### src/rtl/apb_timer_mc.sv
// Multi-channel APB timer: NUM_CH up/down counters sharing one prescaler, each with
// auto-reload, compare match, W1C status and a maskable level interrupt.
module apb_timer_mc #(
   parameter int CNT_WIDTH = 8,
   parameter int NUM_CH    = 2
) (
   input  logic                 pclk,
   input  logic                 preset,
   input  logic                 psel,
   input  logic                 penable,
   input  logic                 pwrite,
   input  logic [7:0]           paddr,
   input  logic [CNT_WIDTH-1:0] pwdata,
   output logic [CNT_WIDTH-1:0] prdata,
   output logic                 pready,
   output logic                 pslverr,
   output logic [NUM_CH-1:0]    irq
);

   localparam logic [2:0] OFF_TDR  = 3'd0;
   localparam logic [2:0] OFF_TCR  = 3'd1;
   localparam logic [2:0] OFF_TSR  = 3'd2;
   localparam logic [2:0] OFF_TCMP = 3'd3;
   localparam logic [2:0] OFF_TCNT = 3'd4;
   localparam logic [4:0] LAST_CH  = 5'(NUM_CH - 1);
   localparam logic [CNT_WIDTH-1:0] CNT_ONES = '1;
   localparam logic [CNT_WIDTH-1:0] CNT_ONE  = CNT_WIDTH'(1);

   logic [3:0]           div_q;
   logic [CNT_WIDTH-1:0] tdr_q  [NUM_CH];
   logic [CNT_WIDTH-1:0] tcmp_q [NUM_CH];
   logic [CNT_WIDTH-1:0] cnt_q  [NUM_CH];
   logic [CNT_WIDTH-1:0] cnt_d  [NUM_CH];
   logic [7:0]           tcr_q  [NUM_CH];
   logic [2:0]           tsr_q  [NUM_CH];
   logic [2:0]           tsr_d  [NUM_CH];
   logic [2:0]           tsr_set[NUM_CH];
   logic [2:0]           tsr_clr[NUM_CH];
   logic [NUM_CH-1:0]    tick;
   logic [CNT_WIDTH-1:0] rd_val;

   logic [4:0] sel_ch;
   logic [2:0] sel_off;
   logic       acc_err;
   logic       wr_en;

   assign sel_ch  = paddr[7:3];
   assign sel_off = paddr[2:0];
   // TCNT is read-only, so a write to it is an error just like an unmapped offset.
   assign acc_err = (sel_off > OFF_TCNT) || (sel_ch > LAST_CH) ||
                    (pwrite && (sel_off == OFF_TCNT));
   assign wr_en   = psel && penable && pwrite && !acc_err;
   assign pslverr = psel && penable && acc_err;
   assign pready  = 1'b1;

   always_comb begin
      rd_val = '0;
      for (int c = 0; c < NUM_CH; c++) begin
         if (sel_ch == 5'(c)) begin
            case (sel_off)
               OFF_TDR:  rd_val = tdr_q[c];
               OFF_TCR:  rd_val = CNT_WIDTH'(tcr_q[c]);
               OFF_TSR:  rd_val = CNT_WIDTH'(tsr_q[c]);
               OFF_TCMP: rd_val = tcmp_q[c];
               OFF_TCNT: rd_val = cnt_q[c];
               default:  rd_val = '0;
            endcase
         end
      end
      prdata = (psel && !pwrite && !acc_err) ? rd_val : '0;
   end

   always_comb begin
      tick = '0;
      for (int c = 0; c < NUM_CH; c++) begin
         case (tcr_q[c][1:0])
            2'b00:   tick[c] = div_q[0];
            2'b01:   tick[c] = &div_q[1:0];
            2'b10:   tick[c] = &div_q[2:0];
            default: tick[c] = &div_q;
         endcase
         cnt_d[c]   = cnt_q[c];
         tsr_set[c] = 3'b000;
         if (tcr_q[c][7]) begin
            cnt_d[c] = tdr_q[c];
         end else if (tcr_q[c][4] && tick[c]) begin
            if (tcr_q[c][5]) begin
               if (cnt_q[c] == '0) begin
                  cnt_d[c]      = tcr_q[c][3] ? tdr_q[c] : CNT_ONES;
                  tsr_set[c][1] = 1'b1;
               end else begin
                  cnt_d[c] = cnt_q[c] - CNT_ONE;
               end
            end else begin
               if (cnt_q[c] == CNT_ONES) begin
                  cnt_d[c]      = tcr_q[c][3] ? tdr_q[c] : '0;
                  tsr_set[c][0] = 1'b1;
               end else begin
                  cnt_d[c] = cnt_q[c] + CNT_ONE;
               end
            end
            if (cnt_d[c] == tcmp_q[c]) tsr_set[c][2] = 1'b1;
         end
         tsr_clr[c] = (wr_en && (sel_ch == 5'(c)) && (sel_off == OFF_TSR)) ? pwdata[2:0] : 3'b000;
         // Hardware set takes priority over a simultaneous software clear.
         tsr_d[c] = (tsr_q[c] & ~tsr_clr[c]) | tsr_set[c];
      end
   end

   always_ff @(posedge pclk or posedge preset) begin
      if (preset) begin
         div_q <= '0;
         irq   <= '0;
         for (int c = 0; c < NUM_CH; c++) begin
            tdr_q[c]  <= '0;
            tcmp_q[c] <= '0;
            cnt_q[c]  <= '0;
            tcr_q[c]  <= '0;
            tsr_q[c]  <= '0;
         end
      end else begin
         div_q <= div_q + 4'd1;
         for (int c = 0; c < NUM_CH; c++) begin
            cnt_q[c] <= cnt_d[c];
            tsr_q[c] <= tsr_d[c];
            irq[c]   <= tcr_q[c][6] && (tsr_q[c] != 3'b000);
            if (wr_en && (sel_ch == 5'(c))) begin
               case (sel_off)
                  OFF_TDR:  tdr_q[c]  <= pwdata;
                  OFF_TCR:  tcr_q[c]  <= pwdata[7:0] & 8'hFB;
                  OFF_TCMP: tcmp_q[c] <= pwdata;
                  default:  ;
               endcase
            end
         end
      end
   end

endmodule

### config.mk
export PLATFORM = sky130hd
export DESIGN_NAME = apb_timer_mc
export DESIGN_NICKNAME = d
export VERILOG_FILES = /design/src/rtl/apb_timer_mc.sv
export SDC_FILE = /design/constraint.sdc
export NUM_CORES = 1
export LEC_CHECK = 0
export CORE_ASPECT_RATIO = 1.2
export CORE_MARGIN = 2
export CORE_UTILIZATION = 65
export CTS_BUF_LIST = sky130_fd_sc_hd__clkbuf_8 sky130_fd_sc_hd__clkbuf_16
export DETAILED_ROUTE_END_ITERATION = 10
export GPL_TIMING_DRIVEN = 0
export PLACE_DENSITY = 0.82
export SLEW_MARGIN = 40
export SYNTH_ARGS = -nofsm -noshare
export SYNTH_HDL_FRONTEND = slang
export SYNTH_SLANG_ARGS = --single-unit
### constraint.sdc
create_clock -name pclk -period 6.45 [get_ports pclk]
set_clock_uncertainty 0.1 [all_clocks]
set_input_delay 0.9675 -clock pclk [delete_from_list [all_inputs] [get_ports pclk]]
set_output_delay 0.9675 -clock pclk [all_outputs]
set_load 0.005 [all_outputs]
==> impl_metrics.env, run 1 <==
export IMPL_cp_data_arrival_time_ns=4.00
export IMPL_cts_buffer_depth=2
export IMPL_insertion_delay_ns=0.36
export IMPL_drt_total_wl_mm=15.9
export IMPL_synth_edf_count=0
export IMPL_p_per_area_nw_per_um2=158
export IMPL_timing_fmax_mhz=197
export IMPL_synth_most_common_cell="dfrtp_1"
export IMPL_coreArea_sq_um=7660
export IMPL_grtUsageTotal_pct=38.3
export IMPL_synth_distinct_cells=66
export IMPL_io_pins=33
export IMPL_portBuffers=29
export IMPL_die_h_um=101
export IMPL_synthFlopType="dfrtp_1"
export IMPL_numCtsBuffers=9
export IMPL_slew_viol_final=0
export IMPL_vias=4950
export IMPL_post_dp_cell_area_sq_um=5580
export IMPL_maxCapViolations=0
export IMPL_die_area_sq_um=8650
export IMPL_dr_pass1_iters=7
export IMPL_critical_path_max_stage_delay_ns=0.55
export IMPL_relSlewSlack_pct=51.0
export IMPL_final_period_utilization_pct=78.6
export IMPL_drc=0
export IMPL_cts_tree="yes"
export IMPL_crit_chain="clkdlybuf4s50_1 > nor2_1 > inv_1 > a21oi_1 > and3b_1 > clkbuf_1 > nand2_1 > a21oi_1 > clkdlybuf4s50_1"
export IMPL_synth_nets=606
export IMPL_cts_setup_buffers=0
export IMPL_synth_common_cells="dfrtp_1, nand2_1, mux2_2"
export IMPL_ys_top_cells_by_area="dfrtp_1, mux2_2, mux2i_1, nand2_1, o21ai_0"
export IMPL_status="finished, final reports clean"
export IMPL_clkSlewWorstSetupHoldPaths_ns=0.08
export IMPL_grt_max_degree=49
export IMPL_clock_sinks=74
export IMPL_holdWs_ns=0.393
export IMPL_dp_cells=699
export IMPL_ctsHoldBuffers=0
export IMPL_cts_root_buf="clkbuf_8"
export IMPL_peakVddDrop_mv=0.128
export IMPL_fin_setup_tns_ns=0
export IMPL_synthCells=577
export IMPL_cp_slowest_cell="clkdlybuf4s50_1"
export IMPL_htree_num_levels=3
export IMPL_start_util_pct=67.1
export IMPL_seq_area_sq_um=1850
export IMPL_rows=35
export IMPL_ys_seq_area_share_pct=36.0
export IMPL_min_period_ns=5.07
export IMPL_worstMarginPinSlew_ns=0.735
export IMPL_yosysWarningCount=0
export IMPL_p_comb_share_pct=12.3
export IMPL_n_fill_cell=580
export IMPL_start_kind="input port"
export IMPL_dp_hpwl_mm=11.7
export IMPL_synth_async_reset_ratio_pct=100
export IMPL_crit_type="in -> out"
export IMPL_wire_per_inst_um=22.2
export IMPL_worstHoldPathType="reg -> reg"
export IMPL_antenna_found_initial=0
export IMPL_cts_resized=0
export IMPL_pwr_share_seq_pct=52.1
export IMPL_drtIter0Drc=525
export IMPL_drive_gt1_share_pct=14.0
export IMPL_area_growth_pct=11.6
export IMPL_cp_end_kind="output port"
export IMPL_setup_viol=0
export IMPL_rsz0062_at_grt="no"
export IMPL_power_total_mw=0.906
export IMPL_synth_cell_area_sq_um=5140
export IMPL_routed_via_density=6.93
export IMPL_grt_pass1_wl_mm=25.6
export IMPL_synth_top_cell_by_area="dfrtp_1"
export IMPL_p_sw_share_pct=28.8
export IMPL_required_ns=5.38
export IMPL_syn_avg_cell_area_sq_um=8.92
export IMPL_synth_seq_cells=74
export IMPL_fin_cells=714
export IMPL_hold_viol=0
export IMPL_final_nets=647
export IMPL_synth_top_area_share_pct=36.0
export IMPL_p_leak_nw=2.54
export IMPL_ant_nets=0
export IMPL_intPower_mw=0.645
export IMPL_p_sw_mw=0.261
export IMPL_multi_input_area_sq_um=3040
export IMPL_worst_path_max_fanout=8
export IMPL_grt_pass1_vias=4863
export IMPL_pwr_share_clk_pct=35.6
export IMPL_antennaDiodeCount=0
export IMPL_overflow=0
export IMPL_fin_area_sq_um=5740
export IMPL_die_x_um=85.2
export IMPL_gp_congestion=1.05
-- path summary, 6_finish.rpt --
check                          from        end  slack (ns)  cells past startpoint
setup / recovery           paddr[0]  prdata[5]        1.38                      9
hold / removal             div_q[0]   div_q[0]        0.39                      1
setup reg to reg           cnt_q[0]   tsr_q[2]        2.95                     10
hold reg to reg            div_q[0]   div_q[0]        0.39                      1
max in group asynchronous    preset   tdr_q[2]        4.88                      3
min in group asynchronous    preset  tcr_q[15]        0.83                      2
-- layout by cell type, fill, tap and decap left out, types with 5 or more instances in the layout --
master,instances
a21oi_1,37
a22oi_1,11
a311oi_1,5
a31oi_1,8
and2_1,5
and3_1,6
buf_2,6
clkbuf_1,31
clkbuf_8,9
clkdlybuf4s50_1,29
dfrtp_1,74
ha_1,8
inv_1,14
mux2_2,49
mux2i_1,23
nand2_1,61
nand3_1,16
nor2_1,36
nor3_1,15
nor4_1,13
o211ai_1,6
o21ai_0,38
xnor2_1,13
xor2_1,12
-- metrics by stage --
step,worst slack [ns],util [%]
finish,1.38,74.9
global route,1.30,74.9
CTS,1.51,74.9
detailed placement,1.52,72.8
global placement,1.50,72.4
floorplan,2.93,-
-- sequential cells by signal, summed over array words and instances, names as in the netlist --
| register | count |
|---|---|
| div_q | 4 |
| tcmp_q | 16 |
| cnt_q | 16 |
| irq | 2 |
| tdr_q | 16 |
| tsr_q | 6 |
| tcr_q | 14 |
-- cell type report --
class | count | share of cell area (%)
inverter | 15 | 1.07
tap | 92 | 2.00
sequential | 74 | 32.3
clock buffer | 9 | 2.16
buffer | 45 | 3.36
timing repair buffer | 30 | 5.53
clock inverter | 6 | 0.610
multi-input combinational | 443 | 53.0
-- power groups by stage --
stage | Clock [mW] | Combinational, mW | Sequential, mW
floorplan | 0 | 0.0671 | 0.480
global placement | 0 | 0.104 | 0.481
CTS | 0.318 | 0.109 | 0.472
global route | 0.338 | 0.121 | 0.472
finish | 0.323 | 0.111 | 0.472
detailed placement | 0 | 0.108 | 0.481
-- critical path, delay by kind of cell --
| kind | cells | cell delay, ns |
|---|---|---|
| and+or+nand+nor | 3 | 0.88 |
| buffers and inverters | 4 | 1.44 |
| AOI/OAI and AO/OA | 2 | 0.70 |
-- cell families (layout without fill, tap and decap cells) --
logic type	after synthesis	in the layout	synth area share [%]
other cells	1	1	0.0729
xor+xnor	25	25	4.26
fa+ha+maj	8	8	1.95
compound gates	142	142	17.8
mux	72	72	15.2
flops	74	74	36.0
simple gates	195	195	19.9
buf+inv	60	105	4.84
-- routing by layer --
| layer | part of all wire, % | vias up | track usage [%] |
|---|---|---|---|
| met5 | 0 | - | 0 |
| met4 | 7.5 | 0 | 25.5 |
| met3 | 7.1 | 104 | 6.03 |
| met2 | 49 | 311 | 65.1 |
| met1 | 36 | 2339 | 44.8 |
| li1 | - | 2196 | - |
(Power assumes the default switching activity.)
==> run 2, diff against run 1 <==
--- a/config.mk
+++ b/config.mk
@@ -7,11 +7,11 @@
 export LEC_CHECK = 0
 export CORE_ASPECT_RATIO = 1.2
 export CORE_MARGIN = 2
-export CORE_UTILIZATION = 65
+export CORE_UTILIZATION = 54
 export CTS_BUF_LIST = sky130_fd_sc_hd__clkbuf_8 sky130_fd_sc_hd__clkbuf_16
 export DETAILED_ROUTE_END_ITERATION = 10
 export GPL_TIMING_DRIVEN = 0
-export PLACE_DENSITY = 0.82
+export PLACE_DENSITY = 0.73
 export SLEW_MARGIN = 40
 export SYNTH_ARGS = -nofsm -noshare
 export SYNTH_HDL_FRONTEND = slang
==> constraint.sdc (replaced) <==
create_clock -name pclk -period 4.6 [get_ports pclk]
set_clock_uncertainty 0.1 [all_clocks]
set_input_delay 0.69 -clock pclk [delete_from_list [all_inputs] [get_ports pclk]]
set_output_delay 0.69 -clock pclk [all_outputs]
set_load 0.005 [all_outputs]
==> impl_metrics.env, run 2 (synthesized netlist as in run 1, its figures left out) <==
export IMPL_grt_pass1_vias=4908
export IMPL_ant_nets=0
export IMPL_worst_path_max_fanout=10
export IMPL_cp_slowest_cell="clkdlybuf4s50_1"
export IMPL_drive_gt1_share_pct=14.3
export IMPL_hold_viol=0
export IMPL_antenna_found_initial=0
export IMPL_layout_commonest_cell="dfrtp_1"
export IMPL_maxCapViolations=0
export IMPL_die_area_sq_um=10300
export IMPL_status="finished, final reports clean"
export IMPL_coreArea_sq_um=9420
export IMPL_drt_total_wl_mm=16.6
export IMPL_numCtsBuffers=9
export IMPL_routed_via_density=6.37
export IMPL_rsz0062_at_grt="no"
export IMPL_portBuffers=29
export IMPL_layout_common_cells="dfrtp_1, nand2_1, mux2_2"
export IMPL_start_util_pct=54.6
export IMPL_ctsHoldBuffers=0
export IMPL_crit_type="in -> out"
export IMPL_final_period_utilization_pct=94.5
export IMPL_relSlewSlack_pct=53.8
export IMPL_dr_pass1_iters=5
export IMPL_min_period_ns=4.35
export IMPL_cts_setup_buffers=0
export IMPL_io_pins=33
export IMPL_final_nets=647
export IMPL_drtIter0Drc=313
export IMPL_critical_path_max_stage_delay_ns=0.56
export IMPL_cp_data_arrival_time_ns=3.56
export IMPL_path_delay_family="buffers and inverters"
export IMPL_slew_viol_final=0
export IMPL_cp_end_kind="output port"
export IMPL_grtUsageTotal_pct=33.7
export IMPL_area_growth_pct=15.1
export IMPL_drc=0
export IMPL_clock_sinks=74
export IMPL_cp_num_buf_inv=4
export IMPL_worstHoldPathType="reg -> reg"
export IMPL_cts_buffer_depth=2
export IMPL_peakVddDrop_mv=0.168
export IMPL_cts_resized=0
export IMPL_cts_root_buf="clkbuf_16"
export IMPL_p_per_area_nw_per_um2=259
export IMPL_required_ns=3.81
export IMPL_rows=39
export IMPL_overflow=0
export IMPL_htree_num_levels=3
export IMPL_grt_max_degree=39
export IMPL_power_total_mw=1.53
export IMPL_die_h_um=111
export IMPL_wire_per_inst_um=22.2
export IMPL_vias=4753
export IMPL_dp_hpwl_mm=12.4
export IMPL_start_kind="input port"
export IMPL_fin_setup_tns_ns=0
export IMPL_die_x_um=93.1
export IMPL_clkSlewWorstSetupHoldPaths_ns=0.06
export IMPL_cts_tree="yes"
export IMPL_insertion_delay_ns=0.34
export IMPL_gp_congestion=1.05
export IMPL_timing_fmax_mhz=230
export IMPL_antennaDiodeCount=0
export IMPL_worstMarginPinSlew_ns=0.693
export IMPL_crit_chain="clkdlybuf4s50_1 > buf_1 > and2_1 > clkbuf_1 > a21oi_1 > o21ai_0 > nand2_1 > a21oi_1 > clkdlybuf4s50_1"
export IMPL_reg_largest_list="cnt_q x16, tcmp_q x16, tdr_q x16"
export IMPL_p_leak_nw=2.61
export IMPL_grt_pass1_wl_mm=26.8
export IMPL_setup_viol=0
run 2: power breakdown:
part           switching (mW)  leakage, nW  total [mW]  internal, mW
logic                  0.0956         1.45       0.155        0.0596
registers             0.00658         1.01       0.663         0.657
clock network           0.290        0.146       0.713         0.423
total                   0.392         2.61        1.53          1.14
run 2: worst reg2reg max path, delay by kind of cell, from the launching register on:
kind            cells  cell delay (ns)
compound gates      2             0.78
xor+xnor            1             0.17
fa+ha+maj           1             0.16
flops               1             0.39
buf+inv             2             0.36
simple gates        4             1.25
run 2: metal layers:
metal  vias up  routed length (um)  global-route usage [%]  share of wire, %
met4         0                 793                    17.3               4.8
met2       160                8740                    58.7                53
li1       2204                   -                       -                 -
met5         -                   0                       0                 0
met1      2332                6330                    39.6                38
met3        57                 687                    5.37               4.2
run 2: worst paths after layout:
path	from	endpoint	slack [ns]	depth (start not counted)
worst max-delay path	paddr[0]	prdata[2]	0.25	9
worst min-delay path	div_q[0]	div_q[0]	0.39	1
worst max register to register	cnt_q[0]	tsr_q[2]	1.33	10
worst min register to register	div_q[0]	div_q[0]	0.39	1
max in group asynchronous	preset	irq[0]	3.27	3
min in group asynchronous	preset	tcr_q[7]	0.61	2
run 2: layout make-up:
cell class              instances  area (sq um)
fillers                       823          3500
multi-input cells             443          3050
flip-flops and latches         74          1850
repair buffers                 30           310
clock buffers                   9           225
plain buffers                  45           193
well taps                     123           154
clock inverters                 7          77.6
inverters                      15          61.3
run 2: per-stage QoR:
step | utilization [%] | area [sq um] | hold slack, ns | setup WS, ns | std cells
floorplan | - | 5140 | 0.344 | 1.64 | 577
global placement | 59.3 | 5590 | 0.367 | 0.215 | 729
detailed placement | 59.6 | 5610 | 0.386 | 0.200 | 730
CTS | 62.8 | 5920 | 0.394 | 0.184 | 746
global route | 62.9 | 5920 | 0.403 | 0.0455 | 746
finish | 62.9 | 5920 | 0.393 | 0.255 | 746
